File: config.mk
export PLATFORM = sky130hd
export DESIGN_NAME = alu_logic_issuer
export DESIGN_NICKNAME = d
export VERILOG_FILES = /design/src/rtl/alu_logic_issuer.sv
export SDC_FILE = /design/constraint.sdc
export NUM_CORES = 1
export LEC_CHECK = 0
export CAP_MARGIN = 20
export CORE_MARGIN = 2
export CORE_UTILIZATION = 28
export DETAILED_ROUTE_END_ITERATION = 6
export PLACE_DENSITY = 0.68
export SLEW_MARGIN = 20
export SYNTH_ARGS = -nofsm -noshare
export SYNTH_HDL_FRONTEND = slang
export SYNTH_SLANG_ARGS = --single-unit
File: constraint.sdc
create_clock -name clk -period 2 [get_ports clk]
set_clock_uncertainty 0.1 [all_clocks]
set_input_delay 0.2 -clock clk [delete_from_list [all_inputs] [get_ports clk]]
set_output_delay 0.2 -clock clk [all_outputs]
set_load 0.03 [all_outputs]
File: src/rtl/alu_logic_issuer.sv
// alu_logic_issuer: initiator for the clocked OR/NOR function units of the
// 16-bit ALU. It accepts one logic-op command, drives registered operands to
// both units, waits out their latency, captures the selected result and
// returns it to the consumer.
//
// Optional feature: define ALU_LOGIC_FLAGS_EN to add the res_zero / res_neg
// result flags, which are captured together with res_data.
//
// Handshake rule (both ports): a transfer happens on a posedge where valid
// and ready are both high. A valid source holds its payload until that edge.
// cmd_ready depends on state only and never on cmd_valid.
module alu_logic_issuer #(
  parameter int WIDTH = 16,
  parameter int LAT   = 1
) (
  input  logic             clk,
  input  logic             rst,
  input  logic             cmd_valid,
  output logic             cmd_ready,
  input  logic [WIDTH-1:0] cmd_a,
  input  logic [WIDTH-1:0] cmd_b,
  input  logic             cmd_op,
  output logic [WIDTH-1:0] alu_a,
  output logic [WIDTH-1:0] alu_b,
  input  logic [WIDTH-1:0] or_result,
  input  logic [WIDTH-1:0] nor_result,
  output logic             res_valid,
  input  logic             res_ready,
  output logic [WIDTH-1:0] res_data,
`ifdef ALU_LOGIC_FLAGS_EN
  output logic             res_zero,
  output logic             res_neg,
`endif
  output logic             busy
);

  typedef enum logic [1:0] {
    IDLE = 2'd0,
    WAIT = 2'd1,
    DONE = 2'd2
  } state_t;

  state_t           state_q, state_d;
  logic [3:0]       cnt_q, cnt_d;
  logic             op_q, op_d;
  logic [WIDTH-1:0] alu_a_q, alu_a_d;
  logic [WIDTH-1:0] alu_b_q, alu_b_d;
  logic [WIDTH-1:0] res_q, res_d;
  logic             res_valid_q, res_valid_d;
  logic [WIDTH-1:0] sel_result;

  // Result chosen by the latched opcode; only sampled when cnt reaches zero.
  assign sel_result = op_q ? nor_result : or_result;

  // Next-state logic: accept in IDLE, count down in WAIT, hold in DONE.
  always_comb begin
    state_d     = state_q;
    cnt_d       = cnt_q;
    op_d        = op_q;
    alu_a_d     = alu_a_q;
    alu_b_d     = alu_b_q;
    res_d       = res_q;
    res_valid_d = res_valid_q;
    case (state_q)
      IDLE: begin
        if (cmd_valid) begin
          alu_a_d = cmd_a;
          alu_b_d = cmd_b;
          op_d    = cmd_op;
          cnt_d   = 4'(LAT);
          state_d = WAIT;
        end
      end
      WAIT: begin
        if (cnt_q != 4'd0) begin
          cnt_d = cnt_q - 4'd1;
        end else begin
          res_d       = sel_result;
          res_valid_d = 1'b1;
          state_d     = DONE;
        end
      end
      DONE: begin
        if (res_ready) begin
          res_valid_d = 1'b0;
          state_d     = IDLE;
        end
      end
      default: begin
        state_d     = IDLE;
        res_valid_d = 1'b0;
      end
    endcase
  end

  // State registers with synchronous reset; reset drops any in-flight command.
  always_ff @(posedge clk) begin
    if (rst) begin
      state_q     <= IDLE;
      cnt_q       <= 4'd0;
      op_q        <= 1'b0;
      alu_a_q     <= '0;
      alu_b_q     <= '0;
      res_q       <= '0;
      res_valid_q <= 1'b0;
    end else begin
      state_q     <= state_d;
      cnt_q       <= cnt_d;
      op_q        <= op_d;
      alu_a_q     <= alu_a_d;
      alu_b_q     <= alu_b_d;
      res_q       <= res_d;
      res_valid_q <= res_valid_d;
    end
  end

`ifdef ALU_LOGIC_FLAGS_EN
  logic res_zero_q, res_zero_d;
  logic res_neg_q, res_neg_d;

  // Flags are captured on the same edge as res_q and held with it.
  always_comb begin
    res_zero_d = res_zero_q;
    res_neg_d  = res_neg_q;
    if (state_q == WAIT && cnt_q == 4'd0) begin
      res_zero_d = (sel_result == '0);
      res_neg_d  = sel_result[WIDTH-1];
    end
  end

  // Flag registers.
  always_ff @(posedge clk) begin
    if (rst) begin
      res_zero_q <= 1'b0;
      res_neg_q  <= 1'b0;
    end else begin
      res_zero_q <= res_zero_d;
      res_neg_q  <= res_neg_d;
    end
  end

  assign res_zero = res_zero_q;
  assign res_neg  = res_neg_q;
`endif

  assign cmd_ready = (state_q == IDLE);
  assign busy      = (state_q != IDLE);
  assign alu_a     = alu_a_q;
  assign alu_b     = alu_b_q;
  assign res_valid = res_valid_q;
  assign res_data  = res_q;

endmodule

# Yosys cells after proc, flatten, opt, wreduce, memory -nomap -nowiden
# Cells that the tools add are included.
totals:
  reg_bits: 56
  input_bits: 69
  out_inout_bits: 51
op_classes:
  addsub: 1
  eq_ne: 6
  n_mux: 11
  bitwise_logic: 2
  n_reduce_logical: 9
ops:
  columns: ["op", "n"]
  rows:
  - ["2-to-1 mux 16 bit", 1]
  - ["AND reduction 3 bit", 3]
  - ["2-to-1 mux 4 bit", 2]
  - ["inequality test 2 bit, second input constant", 4]
  - ["one-hot mux 4 bit (2 select lines)", 1]
  - ["2-to-1 mux 2 bit", 3]
  - ["one-hot mux 2 bit (3 select lines)", 1]
  - ["AND reduction 2 bit", 2]
  - ["nonzero test 2 bit", 2]
  - ["nonzero test 4 bit", 1]
  - ["subtractor 4 x 1 -> 4 bit, second input constant", 1]
  - ["one-hot mux 1 bit (3 select lines)", 1]
  - ["equality test 2 x 1 -> 1 bit, second input constant", 1]
  - ["equality test 2 bit, second input constant", 1]
  - ["logical NOT 2 bit", 1]
  - ["2-to-1 mux 1 bit", 2]
  - ["NOT 1 bit", 2]

# Logic depth before layout (Yosys ltp)
# Gate-level depths: netlist of the first run.
depth:
  word_depth: 3
  mapped_depth: 7

# Worst setup path before layout of the first run
# No wires, ideal clock.
synth_timing:
  path_type: "register to register"
  from: "reg cnt_q[0]"
  to: "reg cnt_q[3]"
  t_arrival_ps: 1457
  required_ps: 1820
  path_slack_ps: 364
  stages_incl_launch_ff: 6
  path_buffers: 0
  cell_sequence: "dfxtp_1 inv_1 ha_1 nor4bb_4 or4_1 a211oi_2"
synth_via:
  elab_chain_len: 3
synth_rtl:
  columns: ["element", "line", "rtl"]
  rows:
  - ["start: declaration", "44", "logic [3:0] cnt_q, cnt_d;"]
  - ["start signal: assignment", "108", "cnt_q <= cnt_d;"]
  - ["subtractor 4 x 1 -> 4 bit / nonzero test 4 bit (equally long branches)", "76, 75", null]
  - ["2-to-1 mux 4 bit / inequality test 2 bit (equally long branches)", null, null]
  - ["one-hot mux 4 bit (2 select lines) / AND reduction 3 bit (equally long branches)", null, null]
# Several ways; a longest one is shown, not always the timed one. The select of a mux whose other input is x is not followed.
# A chain may end at the register's enable or synchronous reset.

# Final worst setup path of the first run
layout_timing:
  from: "reg state_q[0]"
  to: "out busy"
layout_via:
  elab_chain_len: 1
layout_rtl:
  columns: ["element", "line", "rtl"]
  rows:
  - ["start: declaration", "43", "state_t state_q, state_d;"]
  - ["start signal: assignment", "107", "state_q <= state_d;"]
  - ["nonzero test 2 bit", "147", "assign busy = (state_q != IDLE);"]
  - ["end: declaration", "34", "output logic busy"]
# Every way passes these cells.

==> flow_summary.yaml, run 1 <==
timing:
  worst_pin_slew_ps: 616.0
  holdWs_ps: 267.2
  maxSlewViolCount: 0
  rsz0062_at_grt: "no"
  fmax_ghz: 0.5282
  finalHoldViolations: 0
  portion_of_the_clock_cycle_consumed_by_the_worst_path_in_the_final_layout_pct: 94.66
  relSlewSlack_pct: 58.93
  finalSetupViolCount: 0
  post-route-min-period_ps: 1893
  final.setup.tns_ps: 0
floorplan:
  dieWidth_um: 93.51
  boundaryPins: 120
  floorplan_die_height_um: 93.51
  initial_utilization_pct: 29.03
  floorplan.rows: 32
  core_region_area_mm2: 0.007727
  floorplan.die_area_mm2: 0.008744
power_and_ir_drop:
  vdd_ir_drop_max_uv: 355.0
  cellLeakagePower_nw: 1.290
  cellPowerDensity_mw_per_mm2: 914.8
route:
  vias: 2159
  drt_iter0_markers: 80
  detailed_routing_iteration_count_for_the_pre_antenna_repair_pass: 4
  route.final.wire_length_um: 6063
  ant_nets: 0
  post_drt_via_cell_ratio: 4.564
  post_drt_wl_per_cell_um: 12.82
  drc: 0
global_routing:
  globalRouteOverflowTotal: 0
  grt_start_max_net_pins: 36
  grt_util_all_layers_pct: 13.84
  grt_pass1_vias: 2091
  wire_length_of_the_first_global_routing_pass_um: 9701
  antenna_violations_before_repair: 0
clock_network:
  cts-root-to-sink-buffers: 2
  cts_setup_buffers: 0
  cts.sinks: 56
  post_cts_hold_buffer_count: 0
  tritoncts.num_buffers: 5
  clk_latency_ps: 300
  clock-root-buffer: "sky130_fd_sc_hd__clkbuf_8"
  tritoncts_clock_tree: "done"
  clock_slew_at_the_register_clock_pins_of_the_worst_setup_and_hold_paths_ps: 100
  cts.htree.levels: 2
final_layout:
  area.growth.synth_to_final_pct: 62.41
  n_fill_cell: 749
  layout_commonest_cell: "sky130_fd_sc_hd__clkdlybuf4s50_1"
  fin_cells: 473
  diodes: 0
  mostFrequentLayoutCells: "sky130_fd_sc_hd__clkdlybuf4s50_1, sky130_fd_sc_hd__nand2_1, sky130_fd_sc_hd__dfxtp_1"
  fraction_of_final_layout_cells_sized_beyond_drive_strength_1_pct: 5.660
  finalNetCount: 442
logic_synthesis:
  synth_area_mm2: 0.002243
  synth.yosys.warnings: 0
  synth.net_count: 329
  post_synth_fa_ha_maj_area_fraction_pct: 1.115
  synth_top_cells_by_area: "sky130_fd_sc_hd__dfxtp_1, sky130_fd_sc_hd__a21oi_1, sky130_fd_sc_hd__nand2_1, sky130_fd_sc_hd__mux2i_1, sky130_fd_sc_hd__a211oi_1"
  synthDominantAreaCellType: "sky130_fd_sc_hd__dfxtp_1"
  simple_gate_area_share_of_the_yosys_netlist_pct: 17.35
  netlist-cell-type-count: 27
  synthCells: 258
  synthMuxAreaShare_pct: 7.139
  synthXorXnorAreaFrac_pct: 0
  yosys.area.top_type_share_pct: 49.97
  synth_sequential_area_ratio_pct: 49.97
  synth-compound-area-share_pct: 19.85
  ys_ff_latch: 56
  main_combinational_cell_family_by_area_after_synthesis: "compound AO/OA/AOI/OAI gates"
  post_synth.cell_area_avg_um2: 8.695
setup_path:
  ff2ff_path_depth: 5
  kind_of_end_point_of_the_critical_path: "output port"
  cp_max_fo: 8
  r2r_setup_slack_ps: 250
  path_class: "flop to output port"
  cp_data_arrival_time_ps: 1590
  worst_ep_required_time_ps: 1700
  setup.worst_path.start_class: "flop"
placed_design:
  dpl.hpwl_um: 4349
  buffer_ports.inserted: 119
  routabilityCongestion: 0.7126
  place.detailed.instances: 466
min_path:
  hold_depth: 2
  timing.hold.worst.class: "primary input to flop"
job:
  cap_viol_max_count: 0
status:
  status: "completed"
==> cells by family after synthesis <==
| logic type | after synthesis |
|---|---|
| flops | 56 |
| buf+inv | 24 |
| fa+ha+maj | 2 |
| compound gates | 77 |
| simple gates | 83 |
| mux | 16 |
==> per-layer routing <==
layer	vias up	wire (um)	GRT usage, %
met3	6	464	4.996
met2	66	2907	23.92
li1	1107	-	-
met5	-	0	0
met1	980	2644	15.99
met4	0	46	4.044
==> power by group <==
group / internal (mW) / total, mW / leakage, nW / switching (mW)
combinational: 0.621 / 1.37 / 0.790 / 0.751
sequential: 1.28 / 1.38 / 0.460 / 0.102
clock: 0.239 / 0.582 / 0.0410 / 0.343
total: 2.14 / 3.33 / 1.29 / 1.20
==> flip-flops by register name, indices dropped and copies added (netlist names) <==
register / flops
alu_a: 16
state_q: 2
op_q: 1
alu_b: 16
res_data: 16
cnt_q: 4
res_valid: 1
==> layout make-up <==
| class | instances | area [um^2] | share of cell area (%) |
|---|---|---|---|
| clock inverters | 1 | 5.005 | 0.1374 |
| clock buffers | 6 | 72.57 | 1.992 |
| repair buffers | 126 | 1275 | 34.99 |
| well taps | 102 | 127.6 | 3.503 |
| multi-input cells | 178 | 1026 | 28.16 |
| inverters | 4 | 15.01 | 0.4121 |
| flip-flops and latches | 56 | 1122 | 30.80 |
==> synth_stat cells <==
cell	n
sky130_fd_sc_hd__dfxtp_1	56
sky130_fd_sc_hd__inv_1	4
sky130_fd_sc_hd__mux2i_1	16
sky130_fd_sc_hd__or3b_2	1
sky130_fd_sc_hd__o31ai_1	1
sky130_fd_sc_hd__ha_1	2
sky130_fd_sc_hd__nor4bb_4	1
sky130_fd_sc_hd__nor3b_2	1
sky130_fd_sc_hd__a21oi_1	52
sky130_fd_sc_hd__a211oi_2	1
sky130_fd_sc_hd__nor3_1	1
sky130_fd_sc_hd__nand2b_1	1
sky130_fd_sc_hd__and2_0	1
sky130_fd_sc_hd__clkbuf_1	9
sky130_fd_sc_hd__or2_2	1
sky130_fd_sc_hd__or4_1	3
sky130_fd_sc_hd__a211oi_1	17
sky130_fd_sc_hd__buf_1	1
sky130_fd_sc_hd__buf_2	10
sky130_fd_sc_hd__or3_1	2
sky130_fd_sc_hd__nor3b_4	1
sky130_fd_sc_hd__o21bai_1	2
sky130_fd_sc_hd__nand2_1	67
sky130_fd_sc_hd__nor2b_1	1
sky130_fd_sc_hd__o21ai_0	3
sky130_fd_sc_hd__a22oi_1	1
sky130_fd_sc_hd__nor2_1	2
==> repair_timing <==
| action | in CTS | in global routing |
|---|---|---|
| setup endpoints to repair | 1 | 5 |
| resized for setup | 1 | 2 |
| cloned | 0 | 0 |
==> final timing paths <==
| path | from | to |
|---|---|---|
| worst min register to register | alu_b[0]$_SDFFE_PP0P_ | alu_b[0]$_SDFFE_PP0P_ |
| worst max register to register | cnt_q[0]$_SDFFE_PP0P_ | cnt_q[3]$_SDFFE_PP0P_ |
| worst max-delay path | state_q[0]$_SDFFE_PP0P_ | busy |
| worst min-delay path | rst | state_q[1]$_SDFFE_PP0P_ |
==> stage by stage <==
stage	util, %	setup slack, ps	instance area [um^2]	power, mW
final	47.15	106.8	3643	3.333
after global routing	47.15	48.94	3643	3.546
after CTS	47.13	1.530	3642	3.379
after detailed placement	46.15	95.33	3566	2.790
after global placement	46.15	207.8	3566	2.765
after floorplan	-	363.8	2243	2.201
==> critical path, cell delays in order (launching register included) <==
cell and delay, ps:
sky130_fd_sc_hd__dfxtp_2 380, sky130_fd_sc_hd__or2_2 310, sky130_fd_sc_hd__clkdlybuf4s50_1 600
No activity file was read; power rests on OpenSTA's default activity.
==> inputs of run 2 (changes only) <==
Settings changed: CORE_UTILIZATION 28 to 39, PLACE_DENSITY 0.68 to 0.87, RECOVER_POWER set to 50.
==> flow_summary.yaml, run 2 (synthesis results as in run 1) <==
final_layout:
  design_area_mm2: 0.003613
  fin_cells: 443
  finalNetCount: 441
  layout_commonest_cell: "sky130_fd_sc_hd__clkdlybuf4s50_1"
  fraction_of_final_layout_cells_sized_beyond_drive_strength_1_pct: 5.660
  diodes: 0
  mostFrequentLayoutCells: "sky130_fd_sc_hd__clkdlybuf4s50_1, sky130_fd_sc_hd__nand2_1, sky130_fd_sc_hd__dfxtp_1"
  area.growth.synth_to_final_pct: 61.07
power_and_ir_drop:
  cellLeakagePower_nw: 1.337
  cellPowerDensity_mw_per_mm2: 946.9
  vdd_ir_drop_max_uv: 465.6
clock_network:
  tritoncts.num_buffers: 5
  tritoncts_clock_tree: "done"
  clk_latency_ps: 300
  cts-root-to-sink-buffers: 2
  post_cts_hold_buffer_count: 0
  clock_slew_at_the_register_clock_pins_of_the_worst_setup_and_hold_paths_ps: 90
  clock-root-buffer: "sky130_fd_sc_hd__clkbuf_8"
  cts.sinks: 56
  cts.htree.levels: 2
timing:
  finalSetupViolCount: 0
  fmax_ghz: 0.5271
  rsz0062_at_grt: "no"
  worst_pin_slew_ps: 668.8
  final.setup.tns_ps: 0
  portion_of_the_clock_cycle_consumed_by_the_worst_path_in_the_final_layout_pct: 94.86
  finalHoldViolations: 0
  post-route-min-period_ps: 1897
  relSlewSlack_pct: 55.42
  maxSlewViolCount: 0
  holdWs_ps: 276.4
route:
  drt_iter0_markers: 80
  drc: 0
  ant_nets: 0
  detailed_routing_iteration_count_for_the_pre_antenna_repair_pass: 4
  post_drt_wl_per_cell_um: 13.67
  route.final.wire_length_um: 6057
  vias: 2211
  post_drt_via_cell_ratio: 4.991
global_routing:
  grt_start_max_net_pins: 36
  antenna_violations_before_repair: 0
  grt_util_all_layers_pct: 18.98
  wire_length_of_the_first_global_routing_pass_um: 9632
  globalRouteOverflowTotal: 0
  grt_pass1_vias: 2154
floorplan:
  floorplan_die_height_um: 79.85
  core_region_area_mm2: 0.005540
  floorplan.die_area_mm2: 0.006375
  boundaryPins: 120
  floorplan.rows: 27
  initial_utilization_pct: 40.49
  dieWidth_um: 79.85
job:
  cap_viol_max_count: 0
setup_path:
  cp_max_fo: 8
  kind_of_end_point_of_the_critical_path: "output port"
  path_class: "flop to output port"
  setup.worst_path.start_class: "flop"
  worst_ep_required_time_ps: 1700
  cp_data_arrival_time_ps: 1600
placed_design:
  dpl.hpwl_um: 4437
  routabilityCongestion: 0.7474
  placed_cell_area_mm2: 0.003521
  buffer_ports.inserted: 119
  place.detailed.instances: 435
min_path:
  timing.hold.worst.class: "primary input to flop"
status:
  status: "completed"
-- run 2: cell types whose count changed in the layout (fill, tap and decap cells not counted) --
cell / change
sky130_fd_sc_hd__buf_4: -3
sky130_fd_sc_hd__bufinv_16: +1
sky130_fd_sc_hd__clkbuf_2: +2
sky130_fd_sc_hd__clkdlybuf4s50_1: -16
sky130_fd_sc_hd__dfxtp_1: -1
sky130_fd_sc_hd__dfxtp_2: +1
sky130_fd_sc_hd__dlygate4sd3_1: +16
sky130_fd_sc_hd__nor3b_1: +1
sky130_fd_sc_hd__nor3b_4: -1
-- run 2: cell type report --
class	count	area (um^2)
clock buffers	6	72.57
well taps	72	90.09
inverters	4	15.01
clock inverters	2	35.03
repair buffers	125	1262
multi-input cells	178	1015
flip-flops and latches	56	1124
fillers	484	1927
-- run 2: where the power goes --
| group | total [mW] | internal (mW) | switching [mW] |
|---|---|---|---|
| Combinational | 1.32 | 0.581 | 0.738 |
| Clock | 0.710 | 0.372 | 0.338 |
| Sequential | 1.39 | 1.28 | 0.115 |
| Total | 3.42 | 2.23 | 1.19 |
-- run 2: repair_timing --
action,CTS,global route
resized for setup,1,3
buffers inserted,0,0
cloned,0,0
endpoints found under the setup margin,1,17
-- run 2: worst paths after layout --
| kind | from | to | slack [ps] | cells after the start |
|---|---|---|---|---|
| max reg2reg | cnt_q[0]$_SDFFE_PP0P_ | res_data[13]$_SDFFE_PP0P_ | 200 | 5 |
| min | rst | alu_b[6]$_SDFFE_PP0P_ | 280 | 2 |
| min reg2reg | alu_b[2]$_SDFFE_PP0P_ | alu_b[2]$_SDFFE_PP0P_ | 360 | 2 |
| max | state_q[1]$_SDFFE_PP0P_ | busy | 100 | 2 |
-- run 2: critical path, stage by stage (launching register included) --
cell                              delay [ps]
sky130_fd_sc_hd__dfxtp_2                 380
sky130_fd_sc_hd__or2_2                   320
sky130_fd_sc_hd__clkdlybuf4s50_1         600
-- run 2: metrics by stage --
| step | power [mW] | util (%) | setup WS, ps |
|---|---|---|---|
| after floorplan | 2.201 | - | 363.8 |
| after global placement | 2.740 | 63.55 | 186.2 |
| after detailed placement | 2.786 | 63.55 | 89.02 |
| after CTS | 3.490 | 65.47 | 25.17 |
| after global routing | 3.612 | 65.22 | 55.39 |
| final | 3.422 | 65.22 | 102.9 |
-- run 2: metal layers --
layer | track usage [%] | share of wire (%) | vias to the layer above | wire length, um
li1 | - | - | 1108 | -
met1 | 21.75 | 41 | 1026 | 2510
met2 | 34.54 | 52 | 68 | 3124
met3 | 4.638 | 5.6 | 9 | 340
met4 | 5.932 | 1.3 | 0 | 81
met5 | 0 | 0 | - | 0
==> inputs of run 3 (changes only) <==
Settings changed: RECOVER_POWER 50 to 25.
==> flow_summary.yaml, run 3 (synthesis results as in run 1) <==
timing:
  finalSetupViolCount: 0
  rsz0062_at_grt: "no"
  worst_pin_slew_ps: 667.6
  relSlewSlack_pct: 55.50
  holdWs_ps: 275.2
  final.setup.tns_ps: 0
  post-route-min-period_ps: 1898
  maxSlewViolCount: 0
  fmax_ghz: 0.5270
  finalHoldViolations: 0
  portion_of_the_clock_cycle_consumed_by_the_worst_path_in_the_final_layout_pct: 94.89
setup_path:
  r2r_setup_slack_ps: 210
  worst_r2r_startpoint: "cnt_q[0]$_SDFFE_PP0P_"
  critical-path-max-stage-delay_ps: 600
  path_cells: "or2_2 > clkdlybuf4s50_1"
  cp_data_arrival_time_ps: 1600
  setup.worst_path.start_class: "flop"
  kind_of_end_point_of_the_critical_path: "output port"
  cp_max_fo: 8
  cpMaxStageDelayCell: "sky130_fd_sc_hd__clkdlybuf4s50_1"
  worstSetupStartpoint: "state_q[1]$_SDFFE_PP0P_"
  worst_ep_required_time_ps: 1700
  path_class: "flop to output port"
  number_of_buffer_and_inverter_instances_along_the_worst_setup_path: 1
  critical-path-top-delay-family: "buffers and inverters"
route:
  vias: 2216
  post_drt_wl_per_cell_um: 13.65
  post_drt_via_cell_ratio: 5.002
  ant_nets: 0
  route.final.wire_length_um: 6049
  detailed_routing_iteration_count_for_the_pre_antenna_repair_pass: 4
  drt_iter0_markers: 73
  drc: 0
power_and_ir_drop:
  cellLeakagePower_nw: 1.291
  vdd_ir_drop_max_uv: 465.8
  cellPowerDensity_mw_per_mm2: 950.7
clock_network:
  post_cts_hold_buffer_count: 0
  cts.sinks: 56
  clock-root-buffer: "sky130_fd_sc_hd__clkbuf_8"
  tritoncts.num_buffers: 5
  cts_setup_buffers: 0
  cts.htree.levels: 2
  tritoncts_clock_tree: "done"
  cts-root-to-sink-buffers: 2
  clock_slew_at_the_register_clock_pins_of_the_worst_setup_and_hold_paths_ps: 90
  clk_latency_ps: 300
  post_cts.resized_instances: 1
global_routing:
  grt_use_met3_pct: 4.638
  grt.met1_usage_pct: 21.75
  grt_start_max_net_pins: 36
  wire_length_of_the_first_global_routing_pass_um: 9632
  grt_pass1_vias: 2154
  grt_util_all_layers_pct: 18.98
  grt_use_met2_pct: 34.54
  globalRouteOverflowTotal: 0
  antenna_violations_before_repair: 0
  grt_busiest_layer: "met2"
final_layout:
  mostFrequentLayoutCells: "sky130_fd_sc_hd__clkdlybuf4s50_1, sky130_fd_sc_hd__nand2_1, sky130_fd_sc_hd__dfxtp_1"
  finalNetCount: 441
  diodes: 0
  area.growth.synth_to_final_pct: 61.07
  layout_commonest_cell: "sky130_fd_sc_hd__clkdlybuf4s50_1"
  fraction_of_final_layout_cells_sized_beyond_drive_strength_1_pct: 5.660
floorplan:
  dieWidth_um: 79.85
  core_region_area_mm2: 0.005540
  floorplan.die_area_mm2: 0.006375
  boundaryPins: 120
  initial_utilization_pct: 40.49
  floorplan.rows: 27
  floorplan_die_height_um: 79.85
job:
  cap_viol_max_count: 0
placed_design:
  dpl.hpwl_um: 4437
  buffer_ports.inserted: 119
  routabilityCongestion: 0.7474
status:
  status: "completed"
min_path:
  timing.hold.worst.class: "primary input to flop"
  worst_hold_startpoint: "rst"
## run 3: power breakdown
part / switching [mW] / total, mW / internal [mW]
logic: 0.737 / 1.33 / 0.593
registers: 0.116 / 1.39 / 1.28
clock network: 0.339 / 0.711 / 0.372
total: 1.19 / 3.44 / 2.24
## run 3: layout make-up
cell class                 instances  area (um^2)
clock buffer                       6        72.57
tap                               72        90.09
clock inverter                     2        35.03
multi-input combinational        178         1015
sequential                        56         1124
inverter                           4        15.01
fill                             484         1927
timing repair buffer             125         1262
## run 3: worst paths after layout
check / endpoint / cells past startpoint
worst min register to register: alu_b[12]$_SDFFE_PP0P_ / 2
worst min-delay path: alu_b[6]$_SDFFE_PP0P_ / 2
worst max-delay path: busy / 2
worst max register to register: res_data[13]$_SDFFE_PP0P_ / 5
## run 3: routing by layer
metal	routed length, um	vias to the layer above
met1	2506	1029
li1	-	1108
met5	0	-
met4	81	0
met2	3117	70
met3	344	9
## run 3: stage by stage
step | std cells | power [mW] | setup slack, ps | instance area, um^2 | util [%]
2_1_floorplan | 258 | 2.201 | 363.8 | 2243 | -
3_3_place_gp | 435 | 2.740 | 186.2 | 3521 | 63.55
3_5_place_dp | 435 | 2.786 | 89.02 | 3521 | 63.55
4_1_cts | 443 | 3.490 | 25.17 | 3627 | 65.47
5_1_grt | 443 | 3.626 | 55.39 | 3613 | 65.22
6_report | 443 | 3.435 | 102.3 | 3613 | 65.22
## run 3: worst reg2reg max path: cells and delay by family, from the launching register on
family | cells | cell delay, ps
simple gates | 2 | 800
flops | 1 | 330
buf+inv | 1 | 90
fa+ha+maj | 1 | 170
compound gates | 1 | 170
